`src/rtl/cdma_multilink_if.sv`:
```
// Bus bundle for cdma_multilink: run control and user bits in, composite
// sample stream, strobes and recovered bits out.
interface cdma_multilink_if #(
    parameter int unsigned NUM_USERS = 4,
    parameter int unsigned SIG_W     = 16
);
    logic                 en;
    logic [NUM_USERS-1:0] data;
    logic [SIG_W-1:0]     signal;
    logic                 chip_tick;
    logic                 sym_start;
    logic [NUM_USERS-1:0] data_rec;
    logic                 rec_valid;

    modport master (
        output en, data,
        input  signal, chip_tick, sym_start, data_rec, rec_valid
    );

    modport slave (
        input  en, data,
        output signal, chip_tick, sym_start, data_rec, rec_valid
    );
endinterface

```
`src/rtl/cdma_multilink.sv`:
```
// Multi-user Walsh-coded CDMA link: spread, sum, and per-user correlate.
// Optional macro CDMA_NOISE_EN adds an LFSR-driven +/-1 chip noise term.
module cdma_multilink #(
    parameter int unsigned NUM_USERS = 4,
    parameter int unsigned CODE_LOG2 = 3,
    parameter int unsigned CHIP_DIV  = 50,
    parameter int unsigned SIG_W     = 16,
    parameter int unsigned SCALE_SH  = 10
) (
    input logic              CLOCK_50,
    input logic              RST_n,
    cdma_multilink_if.slave  bus
);

    localparam int unsigned CODE_LEN = 1 << CODE_LOG2;
    localparam int unsigned DIV_W    = (CHIP_DIV > 1) ? $clog2(CHIP_DIV) : 1;
    localparam int unsigned CV_W     = $clog2(2 * NUM_USERS + 2) + 2;
    localparam int unsigned ACC_W    = $clog2(CODE_LEN * (2 * NUM_USERS + 1)) + 2;

    localparam logic [SIG_W-1:0]        MID       = {1'b1, {(SIG_W-1){1'b0}}};
    localparam logic [DIV_W-1:0]        DIV_LAST  = DIV_W'(CHIP_DIV - 1);
    localparam logic [CODE_LOG2-1:0]    CHIP_LAST = CODE_LOG2'(CODE_LEN - 1);
    localparam logic signed [CV_W-1:0]  CV_TWO    = CV_W'(2);

    typedef enum logic {IDLE, RUN} state_e;

    state_e                   state_q, state_d;
    logic [DIV_W-1:0]         div_q, div_d;
    logic [CODE_LOG2-1:0]     chip_q, chip_d;
    logic [NUM_USERS-1:0]     tx_q, tx_d;
    logic [NUM_USERS-1:0]     rec_q, rec_d;
    logic signed [ACC_W-1:0]  acc_q [NUM_USERS];
    logic signed [ACC_W-1:0]  acc_d [NUM_USERS];
    logic [SIG_W-1:0]         signal_q, signal_d;
    logic                     chip_tick_q, chip_tick_d;
    logic                     sym_start_q, sym_start_d;
    logic                     rec_valid_q, rec_valid_d;

    logic                     run_c;
    logic                     tick_c;
    logic [NUM_USERS-1:0]     bits_c;
    logic signed [CV_W-1:0]   chip_val_c;
    logic signed [ACC_W-1:0]  cv_acc_c;
    logic signed [SIG_W-1:0]  sig_off_c;
    logic signed [ACC_W-1:0]  term_c [NUM_USERS];
    logic signed [ACC_W-1:0]  sum_c  [NUM_USERS];

`ifdef CDMA_NOISE_EN
    localparam logic signed [CV_W-1:0] CV_ONE = CV_W'(1);
    logic [15:0] lfsr_q, lfsr_d;
    logic        lfsr_fb_c;
    assign lfsr_fb_c = lfsr_q[0] ^ lfsr_q[2] ^ lfsr_q[3] ^ lfsr_q[5];
`endif

    // Walsh row u+1 is negative where (u+1) & c has odd parity
    function automatic logic walsh_neg(input int unsigned u, input logic [CODE_LOG2-1:0] c);
        return ^(CODE_LOG2'(u + 1) & c);
    endfunction

    assign run_c     = (state_q == RUN) && bus.en;
    assign tick_c    = run_c && (div_q == DIV_LAST);
    assign bits_c    = (chip_q == '0) ? bus.data : tx_q;
    assign cv_acc_c  = ACC_W'(chip_val_c);
    assign sig_off_c = SIG_W'(chip_val_c) <<< SCALE_SH;

    // Composite chip value for the current chip index
    always_comb begin
        chip_val_c = '0;
        for (int unsigned u = 0; u < NUM_USERS; u++) begin
            chip_val_c = (bits_c[u] ^ walsh_neg(u, chip_q)) ? chip_val_c + CV_TWO
                                                            : chip_val_c - CV_TWO;
        end
`ifdef CDMA_NOISE_EN
        chip_val_c = lfsr_q[0] ? chip_val_c + CV_ONE : chip_val_c - CV_ONE;
`endif
    end

    always_comb begin
        for (int unsigned u = 0; u < NUM_USERS; u++) begin
            term_c[u] = walsh_neg(u, chip_q) ? -cv_acc_c : cv_acc_c;
            sum_c[u]  = acc_q[u] + term_c[u];
        end
    end

    always_comb begin
        state_d = state_q;
        unique case (state_q)
            IDLE:    if (bus.en)  state_d = RUN;
            RUN:     if (!bus.en) state_d = IDLE;
            default: state_d = IDLE;
        endcase
    end

    // Datapath next state; anything outside an enabled RUN clock parks it
    always_comb begin
        div_d       = div_q;
        chip_d      = chip_q;
        tx_d        = tx_q;
        rec_d       = rec_q;
        acc_d       = acc_q;
        signal_d    = signal_q;
        chip_tick_d = 1'b0;
        sym_start_d = 1'b0;
        rec_valid_d = 1'b0;
`ifdef CDMA_NOISE_EN
        lfsr_d      = lfsr_q;
`endif
        if (!run_c) begin
            div_d    = '0;
            chip_d   = '0;
            signal_d = MID;
            for (int unsigned u = 0; u < NUM_USERS; u++) acc_d[u] = '0;
        end else if (!tick_c) begin
            div_d = div_q + DIV_W'(1);
        end else begin
            div_d       = '0;
            chip_d      = chip_q + CODE_LOG2'(1);
            chip_tick_d = 1'b1;
            signal_d    = MID + $unsigned(sig_off_c);
`ifdef CDMA_NOISE_EN
            lfsr_d      = {lfsr_fb_c, lfsr_q[15:1]};
`endif
            if (chip_q == '0) begin
                tx_d        = bus.data;
                sym_start_d = 1'b1;
            end
            for (int unsigned u = 0; u < NUM_USERS; u++) begin
                if (chip_q == CHIP_LAST) begin
                    rec_d[u] = !sum_c[u][ACC_W-1] && (sum_c[u] != '0);
                    acc_d[u] = '0;
                end else begin
                    acc_d[u] = sum_c[u];
                end
            end
            if (chip_q == CHIP_LAST) rec_valid_d = 1'b1;
        end
    end

    always_ff @(posedge CLOCK_50 or negedge RST_n) begin
        if (!RST_n) state_q <= IDLE;
        else        state_q <= state_d;
    end

    always_ff @(posedge CLOCK_50 or negedge RST_n) begin
        if (!RST_n) begin
            div_q       <= '0;
            chip_q      <= '0;
            tx_q        <= '0;
            rec_q       <= '0;
            signal_q    <= MID;
            chip_tick_q <= 1'b0;
            sym_start_q <= 1'b0;
            rec_valid_q <= 1'b0;
            for (int unsigned u = 0; u < NUM_USERS; u++) acc_q[u] <= '0;
        end else begin
            div_q       <= div_d;
            chip_q      <= chip_d;
            tx_q        <= tx_d;
            rec_q       <= rec_d;
            signal_q    <= signal_d;
            chip_tick_q <= chip_tick_d;
            sym_start_q <= sym_start_d;
            rec_valid_q <= rec_valid_d;
            for (int unsigned u = 0; u < NUM_USERS; u++) acc_q[u] <= acc_d[u];
        end
    end

`ifdef CDMA_NOISE_EN
    always_ff @(posedge CLOCK_50 or negedge RST_n) begin
        if (!RST_n) lfsr_q <= 16'hACE1;
        else        lfsr_q <= lfsr_d;
    end
`endif

    assign bus.signal    = signal_q;
    assign bus.chip_tick = chip_tick_q;
    assign bus.sym_start = sym_start_q;
    assign bus.data_rec  = rec_q;
    assign bus.rec_valid = rec_valid_q;

endmodule

```
`src/flat_wrapper.sv`:
```
// flat-port wrapper written by rule: the top's interface ports become plain ports
module cdma_multilink_flat 
#(
    parameter int unsigned NUM_USERS = 4,
    parameter int unsigned CODE_LOG2 = 3,
    parameter int unsigned CHIP_DIV  = 50,
    parameter int unsigned SIG_W     = 16,
    parameter int unsigned SCALE_SH  = 10
)
  (CLOCK_50, RST_n, bus_en, bus_data, bus_signal, bus_chip_tick, bus_sym_start, bus_data_rec, bus_rec_valid);
  cdma_multilink_if #(.NUM_USERS(NUM_USERS), .SIG_W(SIG_W)) bus_i ();
  input logic CLOCK_50;
  input logic RST_n;
  input wire logic [$bits(bus_i.en)-1:0] bus_en;
  input wire logic [$bits(bus_i.data)-1:0] bus_data;
  output wire logic [$bits(bus_i.signal)-1:0] bus_signal;
  output wire logic [$bits(bus_i.chip_tick)-1:0] bus_chip_tick;
  output wire logic [$bits(bus_i.sym_start)-1:0] bus_sym_start;
  output wire logic [$bits(bus_i.data_rec)-1:0] bus_data_rec;
  output wire logic [$bits(bus_i.rec_valid)-1:0] bus_rec_valid;
  assign bus_i.en = bus_en;
  assign bus_i.data = bus_data;
  assign bus_signal = bus_i.signal;
  assign bus_chip_tick = bus_i.chip_tick;
  assign bus_sym_start = bus_i.sym_start;
  assign bus_data_rec = bus_i.data_rec;
  assign bus_rec_valid = bus_i.rec_valid;
  cdma_multilink #(.NUM_USERS(NUM_USERS), .CODE_LOG2(CODE_LOG2), .CHIP_DIV(CHIP_DIV), .SIG_W(SIG_W), .SCALE_SH(SCALE_SH)) u_core (.CLOCK_50(CLOCK_50), .RST_n(RST_n), .bus(bus_i));
endmodule
```
`config.mk`:
```
export PLATFORM = sky130hd
export DESIGN_NAME = cdma_multilink_flat
export DESIGN_NICKNAME = d
export VERILOG_FILES = /design/src/rtl/cdma_multilink_if.sv /design/src/rtl/cdma_multilink.sv /design/src/flat_wrapper.sv
export SDC_FILE = /design/constraint.sdc
export NUM_CORES = 1
export LEC_CHECK = 0
export BUFFER_PORTS_ARGS = -buffer_cell sky130_fd_sc_hd__buf_2
export CAP_MARGIN = 20
export CORE_ASPECT_RATIO = 0.5
export CORE_MARGIN = 2
export CORE_UTILIZATION = 40
export DETAILED_ROUTE_END_ITERATION = 10
export PLACE_DENSITY = 0.56
export SYNTH_ARGS = -nofsm -noshare
export SYNTH_HDL_FRONTEND = slang
export SYNTH_SLANG_ARGS = --single-unit
export TNS_END_PERCENT = 100
```
`constraint.sdc`:
```
create_clock -name CLOCK_50 -period 5.83 [get_ports CLOCK_50]
set_clock_uncertainty 0.2 [all_clocks]
set_input_delay 0.2915 -clock CLOCK_50 [delete_from_list [all_inputs] [get_ports CLOCK_50]]
set_output_delay 0.2915 -clock CLOCK_50 [all_outputs]
set_load 0.1 [all_outputs]
```
==> flow_metrics.tcl <==
set metrics [dict create \
    crit_slowest_cell "dfrtp_1" \
    portBuffers 17 \
    drtIter0Drc 217 \
    postSynthAreaPerCell_sq_um 9.705 \
    ys_seq_area_share_pct 35.44 \
    nFillCells 832 \
    cts_buffers 5 \
    initial_core_util_pct 42.15 \
    hold_depth 2 \
    setup_tns_ns 0 \
    grt_antenna_before_repair 0 \
    arrival_ns 5.43 \
    hold_ws_ns 0.05330 \
    fin_crit_ns 5.467 \
    path_depth 20 \
    worst-path-max-fanout 7 \
    ctsHtreeMaxLevel 2 \
    dieArea_sq_um 10200 \
    core_area_sq_um 8889 \
    maxCapViolCount 0 \
    critPathMaxStageDelay_ns 0.46 \
    ys.flop_type "dfrtp_1" \
    ios 30 \
    grtUsageTotal_pct 17.43 \
    stdcell_area_sq_um 4225 \
    cellLeakagePower_nw 2.011 \
    synth_edf_count 0 \
    cp-start-kind "register" \
    period_share_pct 93.78 \
    synth-seq-cells 53 \
    finalHoldViolCount 0 \
    setup_viol 0 \
    n_antenna_cell 0 \
    required_ns 5.79 \
    synthToLayoutAreaGrowth_pct 12.79 \
    gp_congestion 0.8588 \
    cts_buffer_depth 2 \
    placed_area_sq_um 3920 \
    cts_tree "done" \
    slew_viol_final 0 \
    vias 2784 \
    routedWlPerCell_microns 15.67 \
    status "completed" \
    grt_pass1_wl_microns 13990 \
    power_density_nw_per_um2 237.6 \
    drive_above_1_share_pct 12.44 \
    worst_pin_slew_ns 0.6819 \
    vdd_drop_max_mv 0.1643 \
    cp-end-kind "register" \
    setup.worst_path.class "reg2reg" \
    critPathTopFamily "adder cells" \
    wirelength_microns 8259 \
    syn_area_sq_um 3746 \
    crit_buf_inv 4 \
    die_h_microns 72.43 \
    syn_inst 386 \
    ys_warn_count 0 \
    fmax_mhz 182.9 \
    clk_latency_ns 0.29 \
    fp.dieW_microns 140.9 \
    cts.clk_slew.worst_paths_ns 0.07 \
    dpl.hpwl_microns 6057 \
    viasPerCell 5.283 \
    drc 0 \
    slew_headroom_pct 54.54 \
    ff2ff_path_depth 20 \
    async_reset_ff_share_pct 100.0 \
    clock-sinks 53 \
    cts-root-buf "clkbuf_16" \
    dr.pass1.iters 4 \
    grt_max_degree 54 \
    hold_class "in2reg" \
    final_nets 459 \
    detail-route-antenna-nets 0 \
    grt_pass1_vias 2771 \
    rows 24 \
    grt_overflow 0 \
    synthDistinctLibCells 42 \
    path_cells "inv_1 -> ha_1 -> nor2b_1 -> mux2i_1 -> xor2_1 -> fa_1 -> ha_1 -> inv_1 -> fa_1 -> inv_1 -> ha_1 -> nand2_2 -> o31ai_4 -> inv_1 -> ha_1 -> nor2b_1 -> a221oi_1 -> nand3_1 -> nor4b_1 -> o31ai_1" \
]
-- path summary, 6_finish.rpt --
| kind | endpoint | slack [ns] | start |
|---|---|---|---|
| worst max-delay path | u_core.bus.data_rec[2]$_DFFE_PN0P_ | 0.36 | u_core.chip_q[1]$_DFFE_PN0P_ |
| worst min-delay path | u_core.tx_q[3]$_DFFE_PN0P_ | 0.05 | bus_data[3] |
| worst max register to register | u_core.bus.data_rec[2]$_DFFE_PN0P_ | 0.36 | u_core.chip_q[1]$_DFFE_PN0P_ |
| worst min register to register | u_core.bus.data_rec[0]$_DFFE_PN0P_ | 0.27 | u_core.bus.data_rec[0]$_DFFE_PN0P_ |
| max in group asynchronous | u_core.acc_q[31]$_DFFE_PN0P_ | 4.52 | RST_n |
| min in group asynchronous | u_core.div_q[0]$_DFF_PN0_ | 0.45 | RST_n |
-- per-stage QoR --
step	util (%)	instances	total power, mW	setup WS [ns]
after floorplan	-	397	0.5614	0.9259
after global placement	44.10	515	0.6066	0.3438
after detailed placement	44.10	515	0.6126	0.2232
after CTS	46.47	525	1.002	0.2225
after global routing	47.54	527	1.060	-0.02467
final	47.54	527	1.004	0.3627
-- cells by family (layout without fill, tap and decap cells) --
logic type               count (synthesis)  count (layout)  share of synthesized area [%]
AND/OR/NAND/NOR                        109             109                          15.26
AO/OA/AOI/OAI                           82              82                          15.43
flip-flops                              53              53                          35.44
buffers and inverters                   51              64                          6.647
adder cells (fa/ha/maj)                 43              43                          15.76
XOR/XNOR                                40              40                          9.352
multiplexers                             7               7                          2.004
other                                    1              12                         0.1001
-- routing by layer --
metal	track usage (%)	vias to the layer above	share of wire (%)	routed length [microns]
met4	3.444	0	0.88	73
met5	0	-	0	0
met1	25.00	1346	50	4141
met3	4.224	8	5.8	482
met2	27.21	62	43	3562
li1	-	1368	-	-
-- layout by cell type (no fill, tap or decap), drive strengths merged, types with 9 or more instances in the layout --
| cell | instances |
|---|---|
| ha | 36 |
| inv | 30 |
| nand2 | 25 |
| nor2 | 40 |
| a21oi | 14 |
| a22o | 24 |
| buf | 24 |
| o21ai | 12 |
| xor2 | 15 |
| conb | 12 |
| nand3 | 9 |
| xnor2 | 25 |
| dfrtp | 52 |
-- flip-flops by register name, summed over array words and instances, names as in the netlist --
| register | count |
|---|---|
| u_core.div_q | 6 |
| u_core.acc_q | 28 |
| u_core.bus.signal | 4 |
| u_core.tx_q | 4 |
| u_core.bus.rec_valid | 1 |
| u_core.state_q | 1 |
| u_core.bus.chip_tick | 1 |
| u_core.chip_q | 3 |
| u_core.bus.sym_start | 1 |
| u_core.bus.data_rec | 4 |
-- cells in the mapped netlist (all sizes together), types with 2 or more instances --
library cell  count  area, sq um
dfrtp            52         1301
nor2             40        157.7
ha               36        450.4
inv              30        112.6
nand2            25        93.84
xnor2            25        219.0
a22o             24        210.2
buf              19        128.9
xor2             15        131.4
a21oi            14        70.07
o21ai            12        60.06
nand3             9        45.04
nor2b             8        50.05
o31ai             8        60.06
fa                7        140.1
nor3b             7        52.55
a211oi            5        37.54
nand2b            5        31.28
nor4b             5        58.80
a21o              4        30.03
a31oi             4        25.02
mux2              4        45.04
o22ai             4        25.02
mux2i             3        30.03
a221oi            2        17.52
and3b             2        17.52
clkbuf            2        7.510
o2111ai           2        17.52
o211ai            2        15.01
or3b              2        17.52
or4b              2        20.02
-- power by group --
part / internal (mW) / switching (mW)
Sequential: 0.368 / 0.000873
Combinational: 0.0839 / 0.170
Clock: 0.245 / 0.136
-- cell type report --
cell class	instances	area, sq um	area share [%]
clock inverter	3	65.06	1.540
clock buffer	5	125.1	2.961
sequential	53	1328	31.42
timing repair buffer	26	165.2	3.909
inverter	30	112.6	2.665
multi-input combinational	293	2283	54.04
tap	117	146.4	3.465
-- timing repair --
| item | in CTS | in global routing |
|---|---|---|
| endpoints found under the setup margin | 0 | 4 |
| setup buffers | 0 | 1 |
| resized for setup | 0 | 12 |
| hold buffers | 2 | 0 |
| endpoints found under the hold margin | 53 | 0 |
Power figures use the tool's default switching activity.
